<file path="src/rtl/params_pkg.sv">
// Shared pipeline parameters, opcode set and access-size type.
// Mul/div helpers are used by ex_stage when EX_MULDIV_EN is defined.
package params_pkg;

    localparam int DATA_WIDTH     = 32;
    localparam int REGISTER_WIDTH = 5;
    localparam int MULDIV_CYCLES  = DATA_WIDTH;

    typedef enum logic [1:0] {
        BYTE = 2'd0,
        HALF = 2'd1,
        WORD = 2'd2
    } access_size_t;

    typedef enum logic [4:0] {
        ALU_ADD, ALU_SUB, ALU_AND, ALU_OR, ALU_XOR,
        ALU_SLL, ALU_SRL, ALU_SRA, ALU_SLT, ALU_SLTU, ALU_PASSB,
        ALU_MUL, ALU_MULH, ALU_MULHU,
        ALU_DIV, ALU_DIVU, ALU_REM, ALU_REMU
    } alu_op_t;

    function automatic logic is_muldiv(alu_op_t op);
        return op inside {ALU_MUL, ALU_MULH, ALU_MULHU,
                          ALU_DIV, ALU_DIVU, ALU_REM, ALU_REMU};
    endfunction

    function automatic logic is_mul(alu_op_t op);
        return op inside {ALU_MUL, ALU_MULH, ALU_MULHU};
    endfunction

endpackage

</file>
<file path="src/rtl/ex_muldiv_unit.sv">
// Iterative mul/div: shift-add multiplier and restoring divider, one bit per cycle.
// Signed ops run on magnitudes; the sign is applied to the final result.
module ex_muldiv_unit
    import params_pkg::*;
#(
    parameter int W = MULDIV_CYCLES
) (
    input  logic         clk,
    input  logic         rst,
    input  logic         abort,
    input  logic         start,
    input  alu_op_t      op,
    input  logic [W-1:0] a,
    input  logic [W-1:0] b,
    output logic         busy,
    output logic         done,
    output logic [W-1:0] result
);

    localparam int CW = $clog2(W);
    localparam logic [CW-1:0] LAST = CW'(W - 1);

    alu_op_t        op_q;
    logic [CW-1:0]  cnt_q;
    logic           neg_q;
    logic           rneg_q;
    logic           div0_q;
    logic [W-1:0]   a_q;
    logic [W-1:0]   x_q;
    logic [W-1:0]   x_n;
    logic [2*W-1:0] y_q;
    logic [2*W-1:0] y_n;
    logic [2*W-1:0] acc_q;
    logic [2*W-1:0] acc_n;
    logic [W:0]     rem;
    logic [2*W-1:0] prod;
    logic [W-1:0]   quo;
    logic [W-1:0]   rmd;
    logic [W-1:0]   fin;
    logic           sgn;
    logic           sa;
    logic           sb;
    logic [W-1:0]   ma;
    logic [W-1:0]   mb;

    assign sgn  = op inside {ALU_MULH, ALU_DIV, ALU_REM};
    assign sa   = sgn & a[W-1];
    assign sb   = sgn & b[W-1];
    assign ma   = sa ? -a : a;
    assign mb   = sb ? -b : b;
    assign done = busy && (cnt_q == LAST);

    // x: multiplier / quotient, y: multiplicand / divisor, acc: product / remainder
    always_comb begin
        x_n   = x_q;
        y_n   = y_q;
        acc_n = acc_q;
        rem   = '0;
        if (is_mul(op_q)) begin
            if (x_q[0]) acc_n = acc_q + y_q;
            x_n = x_q >> 1;
            y_n = y_q << 1;
        end else begin
            rem = {acc_q[W-1:0], x_q[W-1]};
            x_n = x_q << 1;
            if (rem >= {1'b0, y_q[W-1:0]}) begin
                rem    = rem - {1'b0, y_q[W-1:0]};
                x_n[0] = 1'b1;
            end
            acc_n = {{(W-1){1'b0}}, rem};
        end
    end

    always_comb begin
        prod = neg_q ? -acc_n : acc_n;
        quo  = neg_q ? -x_n : x_n;
        rmd  = rneg_q ? -acc_n[W-1:0] : acc_n[W-1:0];
        unique case (op_q)
            ALU_MUL:             fin = prod[W-1:0];
            ALU_MULH, ALU_MULHU: fin = prod[2*W-1:W];
            ALU_DIV, ALU_DIVU:   fin = div0_q ? '1 : quo;
            default:             fin = div0_q ? a_q : rmd;
        endcase
    end

    always_ff @(posedge clk) begin
        if (rst || abort) begin
            busy   <= 1'b0;
            cnt_q  <= '0;
            result <= '0;
        end else if (start) begin
            busy   <= 1'b1;
            cnt_q  <= '0;
            op_q   <= op;
            neg_q  <= sa ^ sb;
            rneg_q <= sa;
            div0_q <= (b == '0);
            a_q    <= a;
            acc_q  <= '0;
            x_q    <= is_mul(op) ? mb : ma;
            y_q    <= {{W{1'b0}}, (is_mul(op) ? ma : mb)};
        end else if (busy) begin
            cnt_q <= cnt_q + 1'b1;
            x_q   <= x_n;
            y_q   <= y_n;
            acc_q <= acc_n;
            if (done) begin
                busy   <= 1'b0;
                result <= fin;
            end
        end
    end

endmodule

</file>
<file path="src/rtl/ex_stage.sv">
// Execute stage: ALU / effective address, optional mul/div, EX/MEM register.
// Define EX_MULDIV_EN to build the iterative mul/div unit and its FSM.
module ex_stage
    import params_pkg::*;
#(
    parameter int DATA_WIDTH     = params_pkg::DATA_WIDTH,
    parameter int REGISTER_WIDTH = params_pkg::REGISTER_WIDTH
) (
    input  logic                      clk_i,
    input  logic                      rst_i,
    input  logic                      valid_i,
    input  alu_op_t                   alu_op_i,
    input  logic [DATA_WIDTH-1:0]     operand_a_i,
    input  logic [DATA_WIDTH-1:0]     operand_b_i,
    input  logic [DATA_WIDTH-1:0]     rs2_data_i,
    input  logic [REGISTER_WIDTH-1:0] wr_reg_i,
    input  logic                      is_load_i,
    input  logic                      is_store_i,
    input  logic                      reg_wr_en_i,
    input  access_size_t              access_size_i,
    input  logic                      mem_stall_i,
    input  logic                      flush_i,
    output logic                      stall_o,
    output logic                      mem_valid_o,
    output logic [DATA_WIDTH-1:0]     alu_result_o,
    output logic [DATA_WIDTH-1:0]     rs2_data_o,
    output logic [REGISTER_WIDTH-1:0] wr_reg_o,
    output logic                      is_load_o,
    output logic                      is_store_o,
    output logic                      reg_wr_en_o,
    output access_size_t              access_size_o
);

    logic [DATA_WIDTH-1:0] alu_res;
    logic [DATA_WIDTH-1:0] ex_result;
    logic [4:0]            shamt;
    logic                  load;

    assign shamt = operand_b_i[4:0];

    // Mul/div opcodes fall through to zero when no unit is built.
    always_comb begin
        alu_res = '0;
        unique case (alu_op_i)
            ALU_ADD:   alu_res = operand_a_i + operand_b_i;
            ALU_SUB:   alu_res = operand_a_i - operand_b_i;
            ALU_AND:   alu_res = operand_a_i & operand_b_i;
            ALU_OR:    alu_res = operand_a_i | operand_b_i;
            ALU_XOR:   alu_res = operand_a_i ^ operand_b_i;
            ALU_SLL:   alu_res = operand_a_i << shamt;
            ALU_SRL:   alu_res = operand_a_i >> shamt;
            ALU_SRA:   alu_res = $signed(operand_a_i) >>> shamt;
            ALU_SLT:   alu_res = {{(DATA_WIDTH-1){1'b0}},
                                  $signed(operand_a_i) < $signed(operand_b_i)};
            ALU_SLTU:  alu_res = {{(DATA_WIDTH-1){1'b0}},
                                  operand_a_i < operand_b_i};
            ALU_PASSB: alu_res = operand_b_i;
            default:   alu_res = '0;
        endcase
    end

`ifdef EX_MULDIV_EN
    typedef enum logic [1:0] {IDLE, BUSY, DONE} state_t;

    state_t                state;
    logic                  md_op;
    logic                  start;
    logic                  md_busy;
    logic                  md_done;
    logic [DATA_WIDTH-1:0] md_result;

    assign md_op = valid_i && is_muldiv(alu_op_i);
    // Never start while the memory stage is holding a live EX/MEM entry.
    assign start = (state == IDLE) && md_op && !flush_i
                   && !(mem_stall_i && mem_valid_o);

    ex_muldiv_unit #(
        .W(DATA_WIDTH)
    ) u_muldiv (
        .clk    (clk_i),
        .rst    (rst_i),
        .abort  (flush_i),
        .start  (start),
        .op     (alu_op_i),
        .a      (operand_a_i),
        .b      (operand_b_i),
        .busy   (md_busy),
        .done   (md_done),
        .result (md_result)
    );

    always_ff @(posedge clk_i) begin
        if (rst_i || flush_i) begin
            state <= IDLE;
        end else begin
            unique case (state)
                IDLE:    if (start) state <= BUSY;
                BUSY:    if (md_done) state <= DONE;
                DONE:    if (!mem_stall_i) state <= IDLE;
                default: state <= IDLE;
            endcase
        end
    end

    always_comb begin
        unique case (state)
            IDLE:    stall_o = (md_op && !flush_i) || mem_stall_i;
            BUSY:    stall_o = md_busy;
            default: stall_o = mem_stall_i;
        endcase
    end

    assign load = (state == DONE)
                  || ((state == IDLE) && valid_i && !is_muldiv(alu_op_i));
    assign ex_result = (state == DONE) ? md_result : alu_res;
`else
    assign stall_o   = mem_stall_i;
    assign load      = valid_i;
    assign ex_result = alu_res;
`endif

    always_ff @(posedge clk_i) begin
        if (rst_i) begin
            mem_valid_o   <= 1'b0;
            alu_result_o  <= '0;
            rs2_data_o    <= '0;
            wr_reg_o      <= '0;
            is_load_o     <= 1'b0;
            is_store_o    <= 1'b0;
            reg_wr_en_o   <= 1'b0;
            access_size_o <= BYTE;
        end else if (flush_i) begin
            mem_valid_o <= 1'b0;
        end else if (!mem_stall_i) begin
            mem_valid_o <= load;
            if (load) begin
                alu_result_o  <= ex_result;
                rs2_data_o    <= rs2_data_i;
                wr_reg_o      <= wr_reg_i;
                is_load_o     <= is_load_i;
                is_store_o    <= is_store_i;
                reg_wr_en_o   <= reg_wr_en_i;
                access_size_o <= access_size_i;
            end
        end
    end

endmodule

</file>
<file path="config.mk">
export PLATFORM = sky130hd
export DESIGN_NAME = ex_stage
export DESIGN_NICKNAME = d
export VERILOG_FILES = /design/src/rtl/params_pkg.sv /design/src/rtl/ex_muldiv_unit.sv /design/src/rtl/ex_stage.sv
export SDC_FILE = /design/constraint.sdc
export NUM_CORES = 1
export LEC_CHECK = 0
export ABC_AREA = 1
export BUFFER_PORTS_ARGS = -buffer_cell sky130_fd_sc_hd__buf_2
export CAP_MARGIN = 5
export CORE_MARGIN = 5
export CORE_UTILIZATION = 35
export CTS_BUF_LIST = sky130_fd_sc_hd__clkbuf_4 sky130_fd_sc_hd__clkbuf_8
export DETAILED_ROUTE_END_ITERATION = 8
export PLACE_DENSITY = 0.59
export SLEW_MARGIN = 20
export SYNTH_ARGS = -nofsm -noshare
export SYNTH_HDL_FRONTEND = slang
export SYNTH_HIERARCHICAL = 1
export SYNTH_SLANG_ARGS = --single-unit
</file>
<file path="constraint.sdc">
create_clock -name clk_i -period 6.4 [get_ports clk_i]
set_clock_uncertainty 0.05 [all_clocks]
set_input_delay 0.64 -clock clk_i [delete_from_list [all_inputs] [get_ports clk_i]]
set_output_delay 0.64 -clock clk_i [all_outputs]
set_load 0.005 [all_outputs]
</file>
==> impl_metrics.json <==
{
  "cts-root-buf": "clkbuf_8",
  "startpoint_type": "input port",
  "fp.dieH_um": 203,
  "cts_buffer_depth": 2,
  "grtUsageMet1": 0.410,
  "nFillCells": 4240,
  "nNetsFinal": 2850,
  "reg2reg_to": "alu_result_o[8]",
  "grt_busiest_layer": "met2",
  "ys_ff_latch": 75,
  "path_cells": "buf_2 -> ha_1 -> inv_1 -> fa_1 -> inv_1 -> nand2_1 -> nand3b_1 -> a21oi_1 -> o21ai_0 -> nand2_1 -> nor2_1 -> nand2_1 -> o21ai_0 -> a21oi_1",
  "synthFlopType": "dfxtp_1",
  "wl_mm": 65.6,
  "hp-class": "reg2reg",
  "numPortBuffers": 191,
  "drv_cap": 0,
  "first_pass_iters": 9,
  "use_met3": 0.0294,
  "vias": 17240,
  "drive_gt1_frac": 0.0974,
  "hold_path_depth": 2,
  "min_to": "rs2_data_o[8]",
  "worst_setup_path_end_kind": "flop",
  "antenna_found_initial": 0,
  "power_mw": 1.88,
  "post-place-ws_ps": 2560,
  "diodes": 0,
  "hold_violations": 0,
  "grtUsageTotal": 0.306,
  "worstMarginPinSlew_ps": 993,
  "synth.avg_cell_area_um2": 5.14,
  "maxSlewViolCount": 0,
  "post_cts_buffers": 0,
  "hpwl_mm": 52.5,
  "grt_pass1_vias": 16410,
  "required_ps": 6580,
  "drt_iter0_drc": 1990,
  "die_area_um2": 41300,
  "cp_common_cell": "nand2_1",
  "wl_per_cell_um": 21.1,
  "synth_edf_count": 0,
  "cts_sinks": 75,
  "yosys_warnings": 6,
  "clkTransAtPathRegs_ps": 90,
  "synth_fp_nets": 2757,
  "outcome": "complete, no violations",
  "cp_slowest_cell": "buf_2",
  "synth-seq-area-share": 0.115,
  "syn_inst": 2541,
  "viasPerCell": 5.55,
  "drt.antenna.violating_nets": 0,
  "grt_pass1_wl_mm": 97.8,
  "drc": 0,
  "grt_use_met2": 0.511,
  "postCtsHoldBufs": 0,
  "floorplan.initialDensity": 0.356,
  "crit_fanout": 38,
  "io_pins": 192,
  "slowest_delay_ps": 640,
  "tns_ps": 0,
  "yosys.cell_types.count": 40,
  "grt_setup_unrepaired": "no",
  "ir_drop_mv": 0.0802,
  "grt_start_max_net_pins": 76,
  "synth_area_um2": 13100,
  "rr_startpoint": "alu_result_o[8]",
  "cts_buffers": 9,
  "p_per_area_nw_per_um2": 131,
  "setup_ws_ps": 2890,
  "crit_type": "in2reg",
  "core_region_area_um2": 36700,
  "finalCriticalPeriod_ps": 3510,
  "cts_tree": "done",
  "period_share": 0.548,
  "fmax_mhz": 285,
  "rr_worst_depth": 2,
  "multiInputGateArea_um2": 9690,
  "async_reset_ff_frac": 0,
  "place_congestion": 1.01,
  "regArea_um2": 1500,
  "cp_top_family": "simple AND/OR/NAND/NOR gates",
  "r2r_slack_ps": 5550,
  "min_from": "rs2_data_o[8]",
  "clk-insertion-delay-late_ps": 370,
  "dieWidth_um": 203,
  "cts_resized": 0,
  "h-tree-depth": 3,
  "cp.buffers_inverters": 3,
  "slew_headroom": 0.336,
  "rows": 70,
  "grt-ovfl-total": 0,
  "finalSetupViolCount": 0,
  "crit_arrival_ps": 3680,
  "p_leak_nw": 7.87,
  "area_growth_pct": 9.95
}
placed cells by master (no fill, tap or decap), types with 2 or more instances in the layout:
cell / count
fa_1: 2
nor2_1: 171
o21bai_1: 6
inv_1: 329
and3_1: 3
nand4_1: 28
dfxtp_1: 75
bufinv_16: 2
nand3_1: 470
o21ai_2: 3
nor2_2: 8
o22ai_1: 26
o21ai_1: 4
buf_4: 15
a21boi_0: 2
o21ai_0: 56
nand2_1: 912
clkbuf_8: 11
and2_1: 10
a21oi_1: 137
o211ai_1: 16
inv_2: 8
nand3b_1: 5
nor2_4: 7
nand2_2: 5
ha_1: 98
buf_2: 191
nor3_1: 25
worst register-to-register path: stages (launching register included):
cell and delay (ps):
dfxtp_1 480, nand2_1 90, a21oi_1 170
power by group:
group	internal, mW	switching, mW
clock	0.243	0.221
sequential	0.479	0.00627
combinational	0.259	0.671
total	0.981	0.898
cells in the mapped netlist (5+ instances only):
cell      number  share of area
nor2_4         6         0.0052
nand2_1      912           0.26
nand2_2        5         0.0024
ha_1          98          0.094
buf_4          9         0.0052
and2_1        10         0.0048
o21ai_0       56          0.021
nand3b_1       5         0.0029
dfxtp_1       75           0.11
o22ai_1       26          0.012
a21oi_1      137          0.053
o21bai_1       6         0.0034
buf_1         13         0.0037
inv_2          7         0.0020
nor2_1       172          0.049
nor2_2         8         0.0038
buf_2         62          0.024
inv_1        330          0.095
clkbuf_1      35          0.010
nand3_1      470           0.18
o211ai_1      16         0.0092
nor3_1        26          0.010
nand4_1       28          0.013
registers in the layout, indices dropped and copies added, names as in the netlist:
signal	count
rs2_data_o	32
is_load_o	1
mem_valid_o	1
reg_wr_en_o	1
access_size_o	2
alu_result_o	32
is_store_o	1
wr_reg_o	5
stage by stage:
stage / util / cell area [um2] / hold slack, ps / instances
2_1_floorplan: - / 13100 / 407 / 2541
3_3_place_gp: 0.385 / 14100 / 395 / 3091
3_5_place_dp: 0.385 / 14100 / 401 / 3091
4_1_cts: 0.391 / 14400 / 414 / 3107
5_1_grt: 0.391 / 14400 / 436 / 3107
6_report: 0.391 / 14400 / 411 / 3107
worst max path at each step:
stage                         from               to  slack [ps]  depth (start not counted)
floorplan           operand_b_i[3]  alu_result_o[0]        3590                         20
global placement    operand_b_i[1]  alu_result_o[9]        2660                         15
detailed placement  operand_b_i[0]  alu_result_o[6]        2560                         14
CTS                 operand_b_i[0]  alu_result_o[6]        2970                         14
global route        operand_b_i[0]  alu_result_o[6]        2640                         14
finish              operand_b_i[0]  alu_result_o[6]        2890                         14
metal layers:
metal / vias to the layer above / part of all wire
li1: 8301 / -
met4: 0 / 0.044
met1: 8022 / 0.43
met5: - / 0
met2: 784 / 0.46
met3: 133 / 0.069
area by class of cell:
class                   instances  share of cell area
well taps                     468              0.0408
clock inverters                 5             0.00575
flip-flops and latches         75               0.105
clock buffers                  11              0.0105
inverters                     339              0.0888
multi-input cells            2003               0.675
repair buffers                206              0.0744
cell families (layout without fill, tap and decap cells):
logic type,after synthesis,in the layout,synth area share
AO/OA/AOI/OAI,252,252,0.105
XOR/XNOR,1,1,0.000671
adder cells (fa/ha/maj),100,100,0.0970
buffers and inverters,463,561,0.144
flip-flops,75,75,0.115
AND/OR/NAND/NOR,1650,1650,0.538
No activity file was read; power rests on OpenSTA's default activity.
